[src/rtl/sccb_cfg_seq.sv]
// -----------------------------------------------------------------------------
// sccb_cfg_seq
//   Walks an external register table and programs a camera sensor through an
//   SCCB master. Each table entry is written, optionally read back and
//   compared. A mismatch retries the entry, and repeated mismatches latch an
//   error. An entry whose address is 8'hFF is a delay of val*DLY_UNIT cycles.
//
// Ports
//   clk, rst_n        system clock, asynchronous active-low reset
//   start             one-cycle pulse, starts a pass (only from IDLE/DONE/ERR)
//   tbl_idx/tbl_data  combinational ROM interface {reg_addr, reg_val}
//   sccb_req/sccb_wr  one-cycle request to the SCCB master, 1 = write
//   sccb_addr/wdata   sub-address and write value, held until sccb_done
//   sccb_done/rdata   transaction end pulse, read value valid with it
//   busy              pass in progress
//   cfg_done/cfg_err  pass completed / entry failed (levels)
//   err_idx           index of the failing entry
// -----------------------------------------------------------------------------
module sccb_cfg_seq #(
    parameter int unsigned REG_NUM   = 16,
    parameter int unsigned RETRY_MAX = 3,
    parameter int unsigned DLY_UNIT  = 50000,
    parameter int unsigned VERIFY_EN = 1
) (
    input  logic        clk,
    input  logic        rst_n,
    input  logic        start,
    output logic [7:0]  tbl_idx,
    input  logic [15:0] tbl_data,
    output logic        sccb_req,
    output logic        sccb_wr,
    output logic [7:0]  sccb_addr,
    output logic [7:0]  sccb_wdata,
    input  logic        sccb_done,
    input  logic [7:0]  sccb_rdata,
    output logic        busy,
    output logic        cfg_done,
    output logic        cfg_err,
    output logic [7:0]  err_idx
);

    localparam int unsigned DLY_MAX   = 255 * DLY_UNIT;
    localparam int unsigned DLY_W     = $clog2(DLY_MAX + 1);
    localparam logic [7:0]  LAST_IDX  = 8'(REG_NUM - 1);
    localparam logic [2:0]  RETRY_LIM = 3'(RETRY_MAX);
    localparam logic [7:0]  DLY_ADDR  = 8'hFF;

    typedef enum logic [3:0] {
        S_IDLE, S_LOAD, S_WR, S_WR_WAIT, S_RD, S_RD_WAIT,
        S_CHECK, S_DELAY, S_NEXT, S_DONE, S_ERR
    } state_t;

    state_t           state;
    logic [7:0]       rdata_q;
    logic [2:0]       retry;
    logic [DLY_W-1:0] dly_cnt;

    // Requests are raised on the transition into WR/RD so that sccb_req is a
    // registered one-cycle pulse coinciding with those states. sccb_wdata holds
    // the entry value for the whole entry and doubles as the compare reference.
    always_ff @(posedge clk or negedge rst_n) begin
        if (!rst_n) begin
            state      <= S_IDLE;
            tbl_idx    <= '0;
            sccb_req   <= 1'b0;
            sccb_wr    <= 1'b0;
            sccb_addr  <= '0;
            sccb_wdata <= '0;
            busy       <= 1'b0;
            cfg_done   <= 1'b0;
            cfg_err    <= 1'b0;
            err_idx    <= '0;
            rdata_q    <= '0;
            retry      <= '0;
            dly_cnt    <= '0;
        end else begin
            sccb_req <= 1'b0;
            case (state)
                S_IDLE, S_DONE, S_ERR: begin
                    if (start) begin
                        cfg_done <= 1'b0;
                        cfg_err  <= 1'b0;
                        tbl_idx  <= '0;
                        retry    <= '0;
                        busy     <= 1'b1;
                        state    <= S_LOAD;
                    end
                end
                S_LOAD: begin
                    if (tbl_data[15:8] == DLY_ADDR) begin
                        dly_cnt <= DLY_W'(tbl_data[7:0]) * DLY_W'(DLY_UNIT);
                        state   <= S_DELAY;
                    end else begin
                        sccb_addr  <= tbl_data[15:8];
                        sccb_wdata <= tbl_data[7:0];
                        sccb_req   <= 1'b1;
                        sccb_wr    <= 1'b1;
                        state      <= S_WR;
                    end
                end
                S_WR: state <= S_WR_WAIT;
                S_WR_WAIT: begin
                    if (sccb_done) begin
                        if (VERIFY_EN != 0) begin
                            sccb_req <= 1'b1;
                            sccb_wr  <= 1'b0;
                            state    <= S_RD;
                        end else begin
                            state <= S_NEXT;
                        end
                    end
                end
                S_RD: state <= S_RD_WAIT;
                S_RD_WAIT: begin
                    if (sccb_done) begin
                        rdata_q <= sccb_rdata;
                        state   <= S_CHECK;
                    end
                end
                S_CHECK: begin
                    if (rdata_q == sccb_wdata) begin
                        state <= S_NEXT;
                    end else begin
                        retry <= retry + 3'd1;
                        if (retry + 3'd1 == RETRY_LIM) begin
                            err_idx <= tbl_idx;
                            cfg_err <= 1'b1;
                            busy    <= 1'b0;
                            state   <= S_ERR;
                        end else begin
                            sccb_req <= 1'b1;
                            sccb_wr  <= 1'b1;
                            state    <= S_WR;
                        end
                    end
                end
                // Occupies max(val*DLY_UNIT, 1) cycles.
                S_DELAY: begin
                    if (dly_cnt <= DLY_W'(1)) state <= S_NEXT;
                    else                      dly_cnt <= dly_cnt - DLY_W'(1);
                end
                S_NEXT: begin
                    if (tbl_idx == LAST_IDX) begin
                        cfg_done <= 1'b1;
                        busy     <= 1'b0;
                        state    <= S_DONE;
                    end else begin
                        tbl_idx <= tbl_idx + 8'd1;
                        retry   <= '0;
                        state   <= S_LOAD;
                    end
                end
                default: state <= S_IDLE;
            endcase
        end
    end

endmodule

[config.mk]
export PLATFORM = sky130hd
export DESIGN_NAME = sccb_cfg_seq
export DESIGN_NICKNAME = d
export VERILOG_FILES = /design/src/rtl/sccb_cfg_seq.sv
export SDC_FILE = /design/constraint.sdc
export NUM_CORES = 1
export LEC_CHECK = 0
export ABC_AREA = 0
export CAP_MARGIN = 20
export CORE_MARGIN = 2
export CORE_UTILIZATION = 40
export CTS_CLUSTER_SIZE = 24
export DETAILED_ROUTE_END_ITERATION = 6
export PLACE_DENSITY = 0.61
export SYNTH_ARGS = -nofsm -noshare
export SYNTH_HDL_FRONTEND = slang
export SYNTH_SLANG_ARGS = --single-unit
[constraint.sdc]
create_clock -name clk -period 3.75 [get_ports clk]
set_input_delay 0.375 -clock clk [delete_from_list [all_inputs] [get_ports clk]]
set_output_delay 0.375 -clock clk [all_outputs]
set_load 0.03 [all_outputs]
==> results.py, run 1 <==
metrics = {
    "outcome": {
        "status": "finished, final reports clean",
    },
    "place": {
        "io_buffer_count": 64,
        "placed_area_sq_um": 6610,
        "placed_cells": 834,
        "dp_hpwl_microns": 10500,
        "finalWeightedCongestion": 0.881,
    },
    "yosys": {
        "ys_seq_area_share_pct": 34.7,
        "ys_top_cells_by_area": "dfrtp_1, ha_1, mux2_2, fa_1, o21ai_0",
        "syn-num-nets": 663,
        "synthCells": 566,
        "dominantRegCellSynth": "dfrtp_1",
        "yosysTopAreaCell": "dfrtp_1",
        "synth_area_sq_um": 5480,
        "synth_cell_types": 62,
        "synth_edf_count": 0,
        "ys_warn_count": 0,
        "yosys_register_bits": 76,
        "synthArstFlopShare_pct": 100,
        "synth.avg_cell_area_sq_um": 9.69,
        "synth.top_cell.area_share_pct": 34.7,
    },
    "route": {
        "dr.pass1.iters": 5,
        "wl_met3_microns": 437,
        "finalWirelength_microns": 13900,
        "drc_errors": 0,
        "via_per_inst": 5.59,
        "drt-initial-drc-count": 187,
        "vias": 4759,
        "wl_per_cell_microns": 16.4,
        "wl_met2_microns": 6900,
        "dr.max_layer_used": "met4",
        "final_antenna_net_count": 0,
        "drt-met1-wl_microns": 6410,
    },
    "cts": {
        "h-tree-depth": 3,
        "tritoncts": "built",
        "numCtsBuffers": 9,
        "clkTransAtPathRegs_ns": 0.06,
        "clk_latency_ns": 0.34,
        "root_buffer": "clkbuf_16",
        "cts.sinks": 76,
        "ctsLongestPathBuffers": 2,
    },
    "grt": {
        "grt_pass1_wl_microns": 23000,
        "first_global_vias": 4681,
        "antenna_found_initial": 0,
        "grtUsageTotal_pct": 19.7,
        "grt_max_degree": 77,
        "gr-total-overflow": 0,
    },
    "die": {
        "ios": 65,
        "fp-row-count": 42,
        "dieArea_sq_um": 14700,
        "initial_core_util_pct": 41.2,
        "core_area_sq_um": 13300,
        "fp.dieW_microns": 121,
        "fp.dieH_microns": 121,
    },
    "hold_path": {
        "hold_path.class": "in -> async",
    },
    "layout": {
        "area_delta_synth_final_pct": 28.0,
        "design_area_sq_um": 7020,
        "fin_nets": 768,
        "diodes": 0,
        "drive_gt1_share_pct": 18.5,
        "instances_no_fill": 851,
    },
    "setup_path": {
        "critPathLaunch": "tbl_data[3]",
        "cp_data_required_time_ns": 3.97,
        "rr_startpoint": "dly_cnt[10]$_DFFE_PN0P_",
        "critPathLaunchType": "input pin",
        "timing.rr.end": "dly_cnt[22]$_DFFE_PN0P_",
        "critPathCaptureType": "flop",
        "reg2reg_slack_ns": 0.81,
        "path_max_fanout": 4,
        "r2r_cells": 7,
        "critPathArrivalTime_ns": 3.83,
        "crit_type": "in -> reg",
        "crit_end": "dly_cnt[18]$_DFFE_PN0P_",
    },
    "timing": {
        "min_period_ns": 3.61,
        "fin_crit_sh_pct": 96.2,
        "fin_worst_skew_ns": 0.00753,
        "final-max-slew-violation-count": 0,
        "hold_slack_ns": 0.477,
        "tightest_slew_ns": 0.996,
        "slew_headroom_pct": 32.7,
        "hold_violations": 0,
        "max_clock_freq_ghz": 0.277,
        "setup_viol": 0,
    },
    "run": {
        "cap_viol_max_count": 0,
    },
    "pwr": {
        "powerDensity_nw_per_um2": 693,
        "leakagePower_nw": 3.07,
        "power.total_mw": 4.86,
        "vdd_ir_drop_max_v": 0.000406,
    },
}
timing repair:
item                       4_1_cts  5_1_grt
pin swaps                        0        9
setup endpoints to repair        2       10
hold endpoints to repair         0       19
setup buffers                    0        0
gates resized for setup          2       13
hold buffers                     0        1
sequential cells by signal, summed over array words and instances, names as in the netlist, 3 cells and up:
name	flops
err_idx	8
dly_cnt	24
state	4
rdata_q	8
tbl_idx	8
retry	3
sccb_addr	8
sccb_wdata	8
cell usage after synthesis, drive strengths merged (7+ instances only):
cell type and number:
or3 10, nor3 16, fa 12, inv 21, nor4 7, nand4 10
o211ai 9, nand3 13, xor2 8, nor2 41, clkbuf 16, dfrtp 76
nand2 33, or4 7, o21ai 61, xnor2 18, mux2 30, a21oi 38
ha 57
worst min path at each step:
stage / endpoint / slack [ns] / cells past startpoint
finish: dly_cnt[3]$_DFFE_PN0P_ / 0.48 / 2
global route: dly_cnt[1]$_DFFE_PN0P_ / 0.49 / 2
CTS: tbl_idx[4]$_DFFE_PN0P_ / 0.24 / 1
detailed placement: busy$_DFFE_PN0P_ / 0.49 / 1
global placement: busy$_DFFE_PN0P_ / 0.47 / 1
floorplan: busy$_DFFE_PN0P_ / 0.08 / 0
cell type report:
class                           count  area, sq um
Clock inverter                      5         52.6
Clock buffer                       10          239
Multi-Input combinational cell    449         3470
Sequential cell                    76         1900
Fill cell                        1172         6280
Timing Repair Buffer              114         1050
Tap cell                          176          220
Inverter                           21         78.8
routing by layer:
metal	up-vias	global-route usage [%]
met5	-	0
met4	0	6.10
met3	17	3.43
met2	101	33.0
met1	2340	26.1
li1	2301	-
cell usage in the layout (no fill, tap or decap), types with 5 or more instances in the layout:
cell type | netlist | layout
nand2_1 | 33 | 33
o211ai_1 | 8 | 8
clkbuf_16 | 0 | 9
or4_1 | 5 | 5
clkdlybuf4s50_1 | 0 | 61
or3_1 | 10 | 10
o21ai_1 | 11 | 15
a31oi_1 | 5 | 5
nor2_1 | 41 | 41
mux2_2 | 30 | 30
inv_1 | 21 | 21
dfrtp_1 | 76 | 76
fa_1 | 12 | 12
a21oi_1 | 38 | 36
nand3_1 | 13 | 13
nor4_1 | 7 | 7
xnor2_1 | 18 | 18
o21ai_2 | 9 | 9
a21o_1 | 5 | 5
buf_4 | 1 | 48
o21ai_0 | 40 | 36
ha_1 | 57 | 53
nand4_1 | 10 | 10
nor3_1 | 16 | 16
xor2_1 | 8 | 8
critical path, cell delays in order:
cell	delay, ns
clkdlybuf4s50_1	0.43
ha_1	0.35
fa_1	0.54
fa_1	0.42
ha_1	0.30
ha_1	0.34
o21a_1	0.15
o31a_1	0.21
o21ai_1	0.09
buf_4	0.14
o21ai_0	0.20
xnor2_1	0.17
a21oi_1	0.10
metrics by stage:
stage / util, % / worst slack, ns / TNS (ns)
floorplan: - / 0.225 / 0
detailed placement: 49.7 / -0.400 / -3.55
finish: 52.8 / 0.141 / 0
global route: 52.8 / -0.0452 / -0.0498
global placement: 49.7 / -0.341 / -2.99
CTS: 52.0 / 0.0181 / 0
kinds of logic after synthesis:
kind of cell    synth area share [%]
mux                             6.89
buf+inv                         3.35
compound gates                  18.0
simple gates                    15.4
flops                           34.7
fa+ha+maj                       17.6
xor+xnor                        4.15
power breakdown:
| group | switching, mW | total (mW) | internal [mW] |
|---|---|---|---|
| logic | 1.34 | 2.53 | 1.18 |
| registers | 0.331 | 1.46 | 1.13 |
| clock network | 0.343 | 0.869 | 0.526 |
| total | 2.02 | 4.86 | 2.84 |
Power figures use the tool's default switching activity.
==> inputs of run 2 (changes only) <==
--- a/config.mk
+++ b/config.mk
@@ -7,11 +7,13 @@
 export LEC_CHECK = 0
 export ABC_AREA = 0
 export CAP_MARGIN = 20
+export CELL_PAD_IN_SITES_DETAIL_PLACEMENT = 1
+export CELL_PAD_IN_SITES_GLOBAL_PLACEMENT = 1
 export CORE_MARGIN = 2
 export CORE_UTILIZATION = 40
-export CTS_CLUSTER_SIZE = 24
+export CTS_CLUSTER_SIZE = 10
 export DETAILED_ROUTE_END_ITERATION = 6
-export PLACE_DENSITY = 0.61
+export PLACE_DENSITY = 0.83
 export SYNTH_ARGS = -nofsm -noshare
 export SYNTH_HDL_FRONTEND = slang
 export SYNTH_SLANG_ARGS = --single-unit
==> run 2 against run 1 <==
Register-to-register slack improved by 0.11 ns; worst hold slack lost 0.28 ns; fmax is 3.0% lower; clock-buffer cell count is 1 higher; critical path depth grew 1; sequential power rose by 3%; flip-flop and latch count is the same; cell area increased by 1.4%; power up 9.4%; non-clock buffer count increased by 6; via count rose by 9.5%.
==> results.py, run 2 (same netlist as run 1, synthesis figures left out) <==
metrics = {
    "layout": {
        "area_delta_synth_final_pct": 29.8,
        "final_cell_mix": "dfrtp_1, clkdlybuf4s50_1, buf_4, ha_1, nor2_1",
        "drive_gt1_share_pct": 20.7,
        "fin_nets": 774,
        "utilization_pct": 53.5,
        "design_area_sq_um": 7120,
        "largest_reg_flops": 24,
        "diodes": 0,
        "top_register": "dly_cnt",
        "final_common_cell": "dfrtp_1",
    },
    "setup_path": {
        "critPathLaunchType": "input pin",
        "path_max_fanout": 3,
        "critPathCaptureType": "flop",
        "cpPeakStageDelay_ns": 0.51,
        "crit_type": "in -> reg",
        "path_cells": "clkdlybuf4s50_1 > buf_4 > ha_1 > inv_1 > ha_1 > fa_1 > ha_1 > ha_1 > a21oi_2 > o21ai_0 > a41oi_2 > o41ai_2 > xnor2_1 > o211ai_1",
        "cp_data_required_time_ns": 3.97,
        "rr_startpoint": "state[1]$_DFFE_PN0P_",
        "critPathArrivalTime_ns": 3.94,
        "cpMostUsedCell": "ha_1",
        "critPathLaunch": "tbl_data[7]",
        "cp_slowest_cell": "fa_1",
    },
    "timing": {
        "hold_violations": 0,
        "slew_headroom_pct": 32.0,
        "final-max-slew-violation-count": 0,
        "fin_worst_skew_ns": 0.00801,
        "max_clock_freq_ghz": 0.269,
        "fin_crit_sh_pct": 99.3,
        "timing.final.ws_setup_ns": 0.0278,
        "tightest_slew_ns": 1.02,
        "setup_viol": 0,
        "min_period_ns": 3.72,
    },
    "die": {
        "fp-row-count": 42,
        "fp.dieH_microns": 121,
        "ios": 65,
        "core_area_sq_um": 13300,
        "dieArea_sq_um": 14700,
        "fp.dieW_microns": 121,
        "initial_core_util_pct": 41.2,
    },
    "cts": {
        "clkTransAtPathRegs_ns": 0.06,
        "cts_hold_buf": 0,
        "ctsLongestPathBuffers": 2,
        "clk_latency_ns": 0.35,
        "h-tree-depth": 3,
        "numCtsBuffers": 9,
        "tritoncts": "built",
        "root_buffer": "clkbuf_16",
        "cts.sinks": 76,
    },
    "run": {
        "cap_viol_max_count": 0,
    },
    "place": {
        "placed_area_sq_um": 6640,
        "dp_slack_ns": -0.520,
        "dp_hpwl_microns": 13200,
        "finalWeightedCongestion": 0.860,
        "io_buffer_count": 64,
    },
    "grt": {
        "first_global_vias": 5715,
        "grtUsageTotal_pct": 25.6,
        "grt_pass1_wl_microns": 29300,
        "gr-total-overflow": 0,
        "antenna_found_initial": 0,
        "grt_max_degree": 77,
    },
    "pwr": {
        "clockPowerShare_pct": 18.3,
        "swShare_pct": 43.8,
        "switching_power_mw": 2.33,
        "seqPwrFrac_pct": 28.3,
        "vdd_ir_drop_max_v": 0.000395,
        "combPwrFrac_pct": 53.4,
        "leakagePower_nw": 3.10,
        "powerDensity_nw_per_um2": 747,
        "power.internal_mw": 2.99,
    },
    "route": {
        "dr.pass1.iters": 5,
        "final_antenna_net_count": 0,
        "finalWirelength_microns": 19400,
        "drc_errors": 0,
        "wl_per_cell_microns": 22.6,
        "drt-initial-drc-count": 373,
        "via_per_inst": 6.07,
        "vias": 5212,
    },
    "hold_path": {
        "hold_path.class": "in -> async",
    },
    "outcome": {
        "status": "finished, final reports clean",
    },
}
-- run 2: changes by cell type in the layout (fill, tap and decap cells not counted), sizes merged --
cell / before / now
inv: 21 / 22
dlymetal6s2s: 2 / 1
clkdlybuf4s50: 61 / 59
clkdlybuf4s15: 0 / 1
buf: 50 / 56
dlygate4sd2: 0 / 2
bufinv: 1 / 2
clkinvlp: 1 / 2
clkbuf: 10 / 12
dlygate4sd3: 1 / 0
clkinv: 3 / 0
-- run 2: per-stage QoR --
step	std cells	power (mW)	hold WS [ns]	TNS, ns
2_1_floorplan	566	3.11	0.0794	0
3_3_place_gp	839	3.88	0.464	-3.00
3_5_place_dp	839	4.08	0.485	-4.92
4_1_cts	857	5.15	0.241	0
5_1_grt	858	5.59	0.267	-0.0743
6_report	858	5.32	0.201	0
-- run 2: routing by layer --
layer  up-vias  routed length, microns  track usage [%]  share of wire, %
met4         0                     806             9.67               4.2
li1       2318                       -                -                 -
met3        72                     930             5.69               4.8
met5         -                       0                0                 0
met1      2619                    7450             28.8                38
met2       203                   10200             46.8                53
-- run 2: power by group through the flow --
stage / logic, mW / clock network, mW / registers (mW)
after floorplan: 1.51 / 0 / 1.60
after global placement: 2.42 / 0 / 1.45
after detailed placement: 2.58 / 0 / 1.49
after CTS: 2.67 / 0.984 / 1.49
after global routing: 3.03 / 1.01 / 1.55
final: 2.84 / 0.973 / 1.51
-- run 2: cell type report --
class	count	area [sq um]
fillers	1463	6180
multi-input cells	449	3540
flip-flops and latches	76	1900
repair buffers	120	1060
clock buffers	11	243
well taps	176	220
clock inverters	5	83.8
inverters	21	78.8
-- run 2: worst max-delay path: cells and delay by family --
kind / cells / cell delay, ns
adders and majority gates: 5 / 1.82
AOI/OAI and AO/OA: 5 / 0.89
buffers and inverters: 3 / 0.65
xor gates and xnor gates: 1 / 0.21
-- run 2: path summary, 6_finish.rpt --
| kind | endpoint | slack [ns] | cells after the start |
|---|---|---|---|
| setup reg to reg | err_idx[1]$_DFFE_PN0P_ | 0.92 | 5 |
| min in group clk | busy$_DFFE_PN0P_ | 0.50 | 1 |
| setup / recovery | dly_cnt[22]$_DFFE_PN0P_ | 0.03 | 14 |
| hold / removal | err_idx[7]$_DFFE_PN0P_ | 0.20 | 1 |
| max in group asynchronous | rdata_q[2]$_DFFE_PN0P_ | 2.89 | 1 |
| hold reg to reg | busy$_DFFE_PN0P_ | 0.50 | 1 |
-- run 2: repair_timing --
action / CTS / global route
pin swaps: 5 / 11
gates cloned: 0 / 0
buffers inserted: 2 / 0
setup endpoints to repair: 10 / 9
resized for setup: 18 / 15
endpoints found under the hold margin: 0 / 0
==> inputs of run 3 (changes only) <==
--- a/config.mk
+++ b/config.mk
@@ -9,11 +9,13 @@
 export CAP_MARGIN = 20
 export CELL_PAD_IN_SITES_DETAIL_PLACEMENT = 1
 export CELL_PAD_IN_SITES_GLOBAL_PLACEMENT = 1
+export CORE_ASPECT_RATIO = 1.75
 export CORE_MARGIN = 2
 export CORE_UTILIZATION = 40
 export CTS_CLUSTER_SIZE = 10
 export DETAILED_ROUTE_END_ITERATION = 6
 export PLACE_DENSITY = 0.83
+export SLEW_MARGIN = 20
 export SYNTH_ARGS = -nofsm -noshare
 export SYNTH_HDL_FRONTEND = slang
 export SYNTH_SLANG_ARGS = --single-unit
==> run 3 against run 2 <==
Die area grew 0.25%; flip-flop and latch count is the same; global-route usage shrank 0.42 points; critical path type unchanged.
==> results.py, run 3 (same netlist as run 1, synthesis figures left out) <==
metrics = {
    "outcome": {
        "status": "finished, final reports clean",
    },
    "cts": {
        "numCtsBuffers": 9,
        "cts.sinks": 76,
        "ctsLongestPathBuffers": 2,
        "clk_latency_ns": 0.35,
        "clkTransAtPathRegs_ns": 0.06,
        "root_buffer": "clkbuf_16",
        "cts_hold_buf": 0,
        "tritoncts": "built",
        "cts_setup_buffers": 0,
        "h-tree-depth": 3,
    },
    "layout": {
        "fillerInstances": 1467,
        "fin_nets": 771,
        "design_area_sq_um": 7030,
        "top_register": "dly_cnt",
        "drive_gt1_share_pct": 19.8,
        "final_common_cell": "dfrtp_1",
        "area_delta_synth_final_pct": 28.3,
        "largest_reg_flops": 24,
        "diodes": 0,
        "final_cell_mix": "dfrtp_1, clkdlybuf4s50_1, ha_1, buf_4, nor2_1",
    },
    "pwr": {
        "powerDensity_nw_per_um2": 731,
        "power.total_mw": 5.15,
        "vdd_ir_drop_max_v": 0.000401,
        "leakagePower_nw": 3.08,
    },
    "timing": {
        "hold_violations": 0,
        "slew_headroom_pct": 39.8,
        "final-max-slew-violation-count": 0,
        "max_clock_freq_ghz": 0.271,
        "min_period_ns": 3.69,
        "setup_viol": 0,
        "fin_worst_skew_ns": 0.0131,
        "tightest_slew_ns": 0.895,
        "fin_crit_sh_pct": 98.4,
        "setup_tns_ns": 0,
    },
    "route": {
        "dr.pass1.iters": 4,
        "finalWirelength_microns": 18200,
        "drt-initial-drc-count": 196,
        "final_antenna_net_count": 0,
        "vias": 5032,
        "wl_per_cell_microns": 21.3,
        "drc_errors": 0,
        "via_per_inst": 5.91,
    },
    "setup_path": {
        "cp_data_required_time_ns": 4.02,
        "reg2reg_slack_ns": 0.92,
        "critPathArrivalTime_ns": 3.96,
        "path_max_fanout": 4,
        "crit_type": "in -> reg",
        "critPathCaptureType": "flop",
        "critPathLaunchType": "input pin",
    },
    "die": {
        "fp-row-count": 56,
        "ios": 65,
        "fp.dieW_microns": 92.5,
        "core_area_sq_um": 13400,
        "initial_core_util_pct": 41.0,
        "fp.dieH_microns": 159,
        "dieArea_sq_um": 14700,
    },
    "hold_path": {
        "hold_path.class": "in -> async",
    },
    "grt": {
        "first_global_vias": 5592,
        "antenna_found_initial": 0,
        "grtUsageTotal_pct": 25.2,
        "gr-total-overflow": 0,
        "grt_max_degree": 77,
        "grt_pass1_wl_microns": 29100,
    },
    "place": {
        "placed_area_sq_um": 6630,
        "finalWeightedCongestion": 0.921,
        "dp_hpwl_microns": 13800,
        "io_buffer_count": 64,
    },
    "run": {
        "cap_viol_max_count": 0,
    },
}
## run 3: what timing repair did
action | CTS | global route
pin swaps | 3 | 6
gates resized for setup | 10 | 12
endpoints found under the setup margin | 12 | 11
cloned | 0 | 0
## run 3: metrics by stage
| stage | instances | worst slack (ns) | hold slack (ns) | util (%) |
|---|---|---|---|---|
| finish | 852 | 0.0596 | 0.0650 | 52.6 |
| global route | 852 | -0.0683 | 0.128 | 52.6 |
| CTS | 852 | 0.00196 | 0.248 | 52.0 |
| detailed placement | 837 | -0.630 | 0.487 | 49.6 |
| global placement | 837 | -0.443 | 0.466 | 49.6 |
| floorplan | 566 | 0.225 | 0.0794 | - |
## run 3: critical path, stage by stage
cell and delay (ns):
dlygate4sd2_1 0.30, ha_4 0.26, ha_1 0.29, inv_1 0.06, fa_1 0.51, inv_1 0.06
fa_1 0.48, ha_1 0.35, nor2b_1 0.17, o31a_1 0.29, o21ai_0 0.20, buf_4 0.16
buf_4 0.10, xnor2_1 0.11, a21oi_1 0.10, o21ai_2 0.14
## run 3: layer usage
layer,part of all wire [%],vias to the layer above,track usage [%]
met2,57,137,48.7
met1,34,2533,24.0
met4,6.2,0,15.1
li1,-,2300,-
met5,0,-,0
met3,2.3,62,3.75
## run 3: path summary, 6_finish.rpt
kind                                              start                       to  cells past startpoint
worst min-delay path                              rst_n   dly_cnt[1]$_DFFE_PN0P_                      1
min in group clk                       busy$_DFFE_PN0P_         busy$_DFFE_PN0P_                      1
max in group asynchronous                         rst_n   dly_cnt[4]$_DFFE_PN0P_                      1
worst max-delay path                        tbl_data[4]  dly_cnt[16]$_DFFE_PN0P_                     16
worst min register to register         busy$_DFFE_PN0P_         busy$_DFFE_PN0P_                      1
worst max register to register  dly_cnt[10]$_DFFE_PN0P_  dly_cnt[22]$_DFFE_PN0P_                      6
## run 3: power by group
group / switching [mW] / internal (mW) / leakage [nW] / total (mW)
Clock: 0.359 / 0.533 / 0.149 / 0.893
Combinational: 1.54 / 1.23 / 1.97 / 2.76
Sequential: 0.359 / 1.13 / 0.958 / 1.49
## run 3: area by class of cell
type	instances	area (sq um)	share of cell area, %
Clock buffer	10	239	3.40
Clock inverter	5	61.3	0.872
Inverter	21	78.8	1.12
Multi-Input combinational cell	449	3500	49.7
Sequential cell	76	1900	27.0
Tap cell	174	218	3.09
Timing Repair Buffer	117	1040	14.8
